### src/rtl/nes_pad_pkg.sv
// Shared types and constants for the NES controller bus scheduler.
package nes_pad_pkg;

  localparam int BUTTON_W = 8;

  // Button bit positions in the decoded bytes (1 = pressed).
  localparam int BTN_A      = 0;
  localparam int BTN_B      = 1;
  localparam int BTN_SELECT = 2;
  localparam int BTN_START  = 3;
  localparam int BTN_UP     = 4;
  localparam int BTN_DOWN   = 5;
  localparam int BTN_LEFT   = 6;
  localparam int BTN_RIGHT  = 7;

  // Scan FSM states.
  typedef enum logic [2:0] {
    ST_IDLE   = 3'd0,
    ST_LATCH  = 3'd1,
    ST_LOW    = 3'd2,
    ST_HIGH   = 3'd3,
    ST_COMMIT = 3'd4
  } pad_state_t;

endpackage

### src/rtl/nes_pad_shift_port.sv
// One CPU-visible controller port: strobe register, button shift register
// and registered read data with NES $4016/$4017 shift behaviour.
module nes_pad_shift_port
  import nes_pad_pkg::*;
(
  input  logic                i_clk,
  input  logic                i_rst_n,
  input  logic                i_wr,
  input  logic                i_wdata,
  input  logic                i_rd,
  input  logic [BUTTON_W-1:0] i_buttons,
  output logic                o_rdata
);

  logic                strobe_q;
  logic [BUTTON_W-1:0] shift_q;
  logic                rdata_q;
  logic                strobe_eff;

  // A write in this cycle decides the shift register's behaviour at this
  // edge; otherwise the stored strobe does.
  assign strobe_eff = i_wr ? i_wdata : strobe_q;

  // Strobe, shift register and read data; a read always returns the bit0
  // held before this edge, whatever the write does to the register.
  always_ff @(posedge i_clk or negedge i_rst_n) begin
    if (!i_rst_n) begin
      strobe_q <= 1'b0;
      shift_q  <= '0;
      rdata_q  <= 1'b0;
    end else begin
      if (i_wr) begin
        strobe_q <= i_wdata;
      end
      if (strobe_eff) begin
        shift_q <= i_buttons;
      end else if (i_rd) begin
        shift_q <= {1'b1, shift_q[BUTTON_W-1:1]};
      end
      if (i_rd) begin
        rdata_q <= shift_q[0];
      end
    end
  end

  assign o_rdata = rdata_q;

endmodule

### src/rtl/nes_pad_scheduler.sv
// Owns the NES pad bus for both ports: periodic latch/clock scan of the two
// pads, double-buffered button bytes, and the CPU-side strobe/serial reads.
//
// Output timing: o_frame_valid is a one-cycle pulse in the same cycle that
// o_buttons_p1/p2 first show the new bytes; there is no back-pressure. A CPU
// read (i_cpu_rd bit set for one cycle) produces its bit on o_cpu_rdata in
// the following cycle, and that value holds until the next read of the port.
module nes_pad_scheduler
  import nes_pad_pkg::*;
#(
  parameter int CLK_FREQ    = 27_000_000,
  parameter int POLL_HZ     = 120,
  parameter int HALF_CYCLES = 1620
) (
  input  logic                i_clk,
  input  logic                i_rst_n,
  input  logic                i_enable,
  output logic                o_pad_latch,
  output logic                o_pad_clk,
  input  logic [1:0]          i_pad_data,
  output logic [BUTTON_W-1:0] o_buttons_p1,
  output logic [BUTTON_W-1:0] o_buttons_p2,
  output logic                o_frame_valid,
  input  logic                i_cpu_wr,
  input  logic                i_cpu_wdata,
  input  logic [1:0]          i_cpu_rd,
  output logic [1:0]          o_cpu_rdata,
  output pad_state_t          o_dbg_state
);

  localparam int POLL_CYCLES = CLK_FREQ / POLL_HZ;
  localparam int POLL_W      = $clog2(POLL_CYCLES);
  localparam int PHASE_W     = $clog2(2 * HALF_CYCLES);

  localparam logic [POLL_W-1:0]  POLL_LAST  = POLL_W'(POLL_CYCLES - 1);
  localparam logic [PHASE_W-1:0] LATCH_LAST = PHASE_W'(2 * HALF_CYCLES - 1);
  localparam logic [PHASE_W-1:0] HALF_LAST  = PHASE_W'(HALF_CYCLES - 1);

  if (HALF_CYCLES < 2) begin : g_bad_half
    $error("HALF_CYCLES must be at least 2");
  end
  if (POLL_CYCLES <= 18 * HALF_CYCLES + 2) begin : g_bad_poll
    $error("poll period too short for a full scan");
  end

  pad_state_t          state_q, state_d;
  logic [POLL_W-1:0]   poll_q;
  logic [PHASE_W-1:0]  phase_q, phase_d;
  logic [2:0]          bit_q, bit_d;
  logic [BUTTON_W-1:0] cap_p1_q, cap_p1_d;
  logic [BUTTON_W-1:0] cap_p2_q, cap_p2_d;
  logic [BUTTON_W-1:0] buttons_p1_q, buttons_p2_q;
  logic                latch_q, pad_clk_q, frame_valid_q;
  logic                tick;
  logic                commit_now;
  logic [BUTTON_W-1:0] src_p1, src_p2;

  assign tick = (poll_q == POLL_LAST);

  // Free-running poll timer; tick marks the wrap back to zero.
  always_ff @(posedge i_clk or negedge i_rst_n) begin
    if (!i_rst_n) begin
      poll_q <= '0;
    end else if (tick) begin
      poll_q <= '0;
    end else begin
      poll_q <= poll_q + 1'b1;
    end
  end

  // Scan FSM next state, phase/bit counters and capture of the pad bits.
  always_comb begin
    state_d  = state_q;
    phase_d  = phase_q + 1'b1;
    bit_d    = bit_q;
    cap_p1_d = cap_p1_q;
    cap_p2_d = cap_p2_q;
    case (state_q)
      ST_IDLE: begin
        phase_d = '0;
        if (tick && i_enable) begin
          state_d = ST_LATCH;
          bit_d   = '0;
        end
      end
      ST_LATCH: begin
        if (phase_q == LATCH_LAST) begin
          state_d = ST_LOW;
          phase_d = '0;
        end
      end
      ST_LOW: begin
        if (phase_q == HALF_LAST) begin
          cap_p1_d[bit_q] = ~i_pad_data[0];
          cap_p2_d[bit_q] = ~i_pad_data[1];
          state_d         = ST_HIGH;
          phase_d         = '0;
        end
      end
      ST_HIGH: begin
        if (phase_q == HALF_LAST) begin
          phase_d = '0;
          if (bit_q == 3'd7) begin
            state_d = ST_COMMIT;
          end else begin
            bit_d   = bit_q + 1'b1;
            state_d = ST_LOW;
          end
        end
      end
      ST_COMMIT: begin
        state_d = ST_IDLE;
        phase_d = '0;
      end
      default: begin
        state_d = ST_IDLE;
        phase_d = '0;
      end
    endcase
  end

  assign commit_now = (state_d == ST_COMMIT);

  // State, counters, capture registers and the glitch-free pad/frame flops,
  // all decoded from the next state so they line up with state_q.
  always_ff @(posedge i_clk or negedge i_rst_n) begin
    if (!i_rst_n) begin
      state_q       <= ST_IDLE;
      phase_q       <= '0;
      bit_q         <= '0;
      cap_p1_q      <= '0;
      cap_p2_q      <= '0;
      buttons_p1_q  <= '0;
      buttons_p2_q  <= '0;
      latch_q       <= 1'b0;
      pad_clk_q     <= 1'b0;
      frame_valid_q <= 1'b0;
    end else begin
      state_q       <= state_d;
      phase_q       <= phase_d;
      bit_q         <= bit_d;
      cap_p1_q      <= cap_p1_d;
      cap_p2_q      <= cap_p2_d;
      latch_q       <= (state_d == ST_LATCH);
      pad_clk_q     <= (state_d == ST_HIGH);
      frame_valid_q <= commit_now;
      if (commit_now) begin
        buttons_p1_q <= cap_p1_q;
        buttons_p2_q <= cap_p2_q;
      end
    end
  end

  // Ports reloading on the commit edge must see the freshly captured bytes.
  assign src_p1 = commit_now ? cap_p1_q : buttons_p1_q;
  assign src_p2 = commit_now ? cap_p2_q : buttons_p2_q;

  nes_pad_shift_port u_port1 (
    .i_clk     (i_clk),
    .i_rst_n   (i_rst_n),
    .i_wr      (i_cpu_wr),
    .i_wdata   (i_cpu_wdata),
    .i_rd      (i_cpu_rd[0]),
    .i_buttons (src_p1),
    .o_rdata   (o_cpu_rdata[0])
  );

  nes_pad_shift_port u_port2 (
    .i_clk     (i_clk),
    .i_rst_n   (i_rst_n),
    .i_wr      (i_cpu_wr),
    .i_wdata   (i_cpu_wdata),
    .i_rd      (i_cpu_rd[1]),
    .i_buttons (src_p2),
    .o_rdata   (o_cpu_rdata[1])
  );

  assign o_pad_latch   = latch_q;
  assign o_pad_clk     = pad_clk_q;
  assign o_frame_valid = frame_valid_q;
  assign o_buttons_p1  = buttons_p1_q;
  assign o_buttons_p2  = buttons_p2_q;
  assign o_dbg_state   = state_q;

endmodule

### config.mk
export PLATFORM = sky130hd
export DESIGN_NAME = nes_pad_scheduler
export DESIGN_NICKNAME = d
export VERILOG_FILES = /design/src/rtl/nes_pad_pkg.sv /design/src/rtl/nes_pad_shift_port.sv /design/src/rtl/nes_pad_scheduler.sv
export SDC_FILE = /design/constraint.sdc
export NUM_CORES = 1
export LEC_CHECK = 0
export BUFFER_PORTS_ARGS = -buffer_cell sky130_fd_sc_hd__buf_2
export CAP_MARGIN = 25
export CORE_MARGIN = 10
export CORE_UTILIZATION = 60
export DETAILED_ROUTE_END_ITERATION = 10
export GPL_ROUTABILITY_DRIVEN = 0
export PLACE_DENSITY = 0.8
export SYNTH_ARGS = -nofsm -noshare
export SYNTH_HDL_FRONTEND = slang
export SYNTH_SLANG_ARGS = --single-unit
### constraint.sdc
create_clock -name i_clk -period 3.3 [get_ports i_clk]
set_clock_uncertainty 0.2 [all_clocks]
set_input_delay 0.66 -clock i_clk [delete_from_list [all_inputs] [get_ports i_clk]]
set_output_delay 0.66 -clock i_clk [all_outputs]
set_load 0.01 [all_outputs]
==> results list <==
- Status: complete, no violations
- Cell Rows: 30
- Vias in the first global route: 2785
- Final nets: 407
- Detailed-routing iteration count for the pre-antenna-repair pass: 5
* Int Power: 1619 uW
* Total wire length: 8.150 mm
- CTS sink count: 91
* Post-synthesis instance total: 367
- For this run the aggregate overflow at the end of global routing stands at 0.
- Post-CTS sizing: 0
* Post-synthesis instance area: 0.004322 mm2
- # hold bufs at CTS: 0
- Effective utilization at floorplan: 0.6257
* Wire length of the first global-routing pass: 13.94 mm
- Share of the synthesized area in the top cell type: 0.5269
* Worst slew margin relative to its limit: 0.4031
- Of the cells placed in the final design, the portion with a size suffix greater than 1 is 0.2882.
- The worst setup path is captured at a flip-flop.
* Area of the multi-input gates: 0.001881 mm2
- Y dimension of the die: 104.9 um
* Switching power as a share of total power: 0.2202
* Gate power share: 0.037
- Total DRC errors in the routed layout: 0
- The root buffer cell chosen for the clock tree is clkbuf_8.
- Summed over all failing endpoints, the final setup total negative slack is 0 ns.
- For this run, the register share of the synthesized area comes to 0.5269.
- STA puts the critical path data arrival time at 2.78 ns.
- The die covers 0.01100 mm2.
- Hold timing on the final database bottoms out at a slack of 0.08981 ns.
- DR vias/cell: 5.596
* Startpoint types: flip-flop
- Dividing the synthesized area by the synthesized cell count gives 11.78 um2.
- Across the VDD grid, the largest voltage drop is 336.4 uV.
- CP required: 3.35 ns
* Part of the total power dissipated in sequential elements: 0.548
* Routed wirelength normalized by instance count: 16.46 um
* Number of hold violations in the final report: 0
- For the pin with the worst max-slew slack, the measured transition is 0.8894 ns.
* Net Count, Synth: 380
- The floorplan step set the die width to 104.9 um.
- Clock insertion delay at the later pin of the skew report: 0.35 ns
* Fraction of the core area covered by cells at the end of the flow: 0.6928
- Top cells by area, synth: dfrtp_1 (53%), mux2_2 (13%), mux2i_1 (3.9%), xnor2_1 (3.2%), nor2_1 (2.4%)
- Area used by sequential logic in the layout: 0.002277 mm2
- Power per unit of standard cell area: 434.0 mW/mm2
* Post-synthesis to final-layout area growth: 10.71%
* Yosys warnings: 0
- In this run the number of H-tree levels came out at 3.
- Final setup violation count: 0
- Count of different cell masters after synthesis: 51
- In the finished design, the share of the clock period the worst path needs comes to 0.8289.
- The worst register-to-register path begins at bit_q[0]$_DFFE_PN0P_.
- Area inside the core boundary: 0.006907 mm2
- I/O pin cnt: 33
- Async set or reset register ratio after synthesis: 1.000
- In this run the remaining antenna-violating nets after routing total 0.
* Most frequently used flop master after synthesis: dfrtp_1
- Clk buf depth: 2
* End of the worst register-to-register path: u_port1.shift_q[6]$_DFFE_PN0P_
- In this run, synthesis inferred 0 flip-flops with an integrated enable.
* Lkg Pwr: 0.002255 uW
- Final min period: 2.735 ns
- Based on the critical path, the design can be clocked at up to 0.3656 GHz.
* Initial detailed-routing violation count: 100
* Final HPWL from detailed placement: 5.692 mm
- The number of cells on the worst reg-to-reg path is 7.
- RSZ-0062 raised after global routing: no
* Number of filler instances in the final layout: 531
* Maximum number of pins on one net before global-route repair: 49
* #FFs+latches synth: 91
* Cell accounting for the most synthesized area: dfrtp_1
- The initial antenna violation count came to 0.
- Vias: 2770
- Post-CTS Setup Repair Bufs: 0
* Path class of the lowest-slack min-delay path: in -> async
* Clock transition at path regs: 0.09 ns
- CTS tree: yes
- # port buffers: 32
- N_diodes: 0
* Clock group share of total power: 0.414
- CTS Buf Count: 9
- Total GRT Usage: 0.1506
- Flop-to-flop setup slack: 0.56 ns
- Max FO, Critical Path: 16
- The analysis attributes to net switching a power of 457.3 uW.
- The tool flagged a number of max-cap violations equal to 0.
* CP Class: reg -> reg
* Final max-slew violation count: 0
-- critical path: stages, from the launching register on --
cell and delay [ns]:
dfrtp_1 0.64, ha_1 0.24, ha_1 0.21, nand4b_1 0.21
nor4_4 0.18, buf_4 0.29, mux2_2 0.38, mux2_2 0.26
-- per-stage QoR --
| stage | total power, uW | cell area (um2) | worst slack [ns] | std cells |
|---|---|---|---|---|
| 2_1_floorplan | 1200 | 4322 | 0.6646 | 367 |
| 3_3_place_gp | 1236 | 4551 | 0.6822 | 479 |
| 3_5_place_dp | 1239 | 4551 | 0.6151 | 479 |
| 4_1_cts | 2097 | 4785 | 0.5687 | 495 |
| 5_1_grt | 2157 | 4785 | 0.3745 | 495 |
| 6_report | 2077 | 4785 | 0.5646 | 495 |
-- registers in the layout, summed over array words and instances, names as in the netlist, 3 cells and up --
signal	cells
poll_q	18
phase_q	12
cap_p1_q	8
cap_p2_q	8
o_buttons_p1	8
o_buttons_p2	8
u_port1.shift_q	8
u_port2.shift_q	8
bit_q	3
o_dbg_state	3
-- power by group through the flow --
stage | clock (uW) | combinational, uW | sequential [uW]
after floorplan | 0 | 42.2 | 1160
after detailed placement | 0 | 78.7 | 1160
after global placement | 0 | 76.1 | 1160
after global routing | 929 | 87.8 | 1140
after CTS | 878 | 79.8 | 1140
final | 860 | 77.4 | 1140
-- worst max path at each step --
stage	end	slack, ns	cells after the start	startpoint
2_1_floorplan	u_port1.shift_q[4]$_DFFE_PN0P_	0.66	7	phase_q[0]$_DFF_PN0_
6_report	u_port1.shift_q[6]$_DFFE_PN0P_	0.56	7	bit_q[0]$_DFFE_PN0P_
4_1_cts	u_port2.shift_q[7]$_DFFE_PN0P_	0.57	7	bit_q[0]$_DFFE_PN0P_
3_3_place_gp	u_port1.shift_q[3]$_DFFE_PN0P_	0.68	6	phase_q[0]$_DFF_PN0_
5_1_grt	cap_p2_q[7]$_DFFE_PN0P_	0.37	5	phase_q[0]$_DFF_PN0_
3_5_place_dp	u_port2.shift_q[7]$_DFFE_PN0P_	0.62	6	phase_q[0]$_DFF_PN0_
-- layout by cell type, fill, tap and decap left out, types with 8 or more instances in the layout --
cell      instances
dfrtp_1          91
mux2i_1          17
mux2_2           49
nand2_1          17
inv_1            20
buf_2            31
nor2_1           28
nand3_1          15
nor4_1            8
xnor2_1          16
clkbuf_8         10
-- kinds of logic after synthesis --
family | after synthesis | share of synthesized area
AND/OR/NAND/NOR | 124 | 0.1781
AO/OA/AOI/OAI | 21 | 0.03388
multiplexers | 66 | 0.1671
XOR/XNOR | 22 | 0.04458
adder cells (fa/ha/maj) | 4 | 0.01158
buffers and inverters | 39 | 0.03793
flip-flops | 91 | 0.5269
-- synthesized netlist by cell type (all sizes together) (4+ instances only) --
cell    instances
o21ai           4
xor2            6
mux2i          17
inv            20
nor3            7
nand3b          4
mux2           49
ha              4
nand2          17
nor4           10
nand3          15
a21oi           5
xnor2          16
nor2           28
or3             5
dfrtp          91
nand4b          6
clkbuf          9
buf            10
nand4           6
-- area by class of cell --
cell class	instances	area share
Inverter	20	0.01569
Multi-Input combinational cell	237	0.3930
Tap cell	96	0.02510
Clock inverter	6	0.02014
Timing Repair Buffer	35	0.04132
Sequential cell	91	0.4759
Clock buffer	10	0.02877
-- layer usage --
metal / track usage / share of wire
met3: 0.05283 / 0.051
met1: 0.1997 / 0.47
met5: 0 / 0
met4: 0.02941 / 0.0063
met2: 0.2340 / 0.47
(Power assumes the default switching activity.)
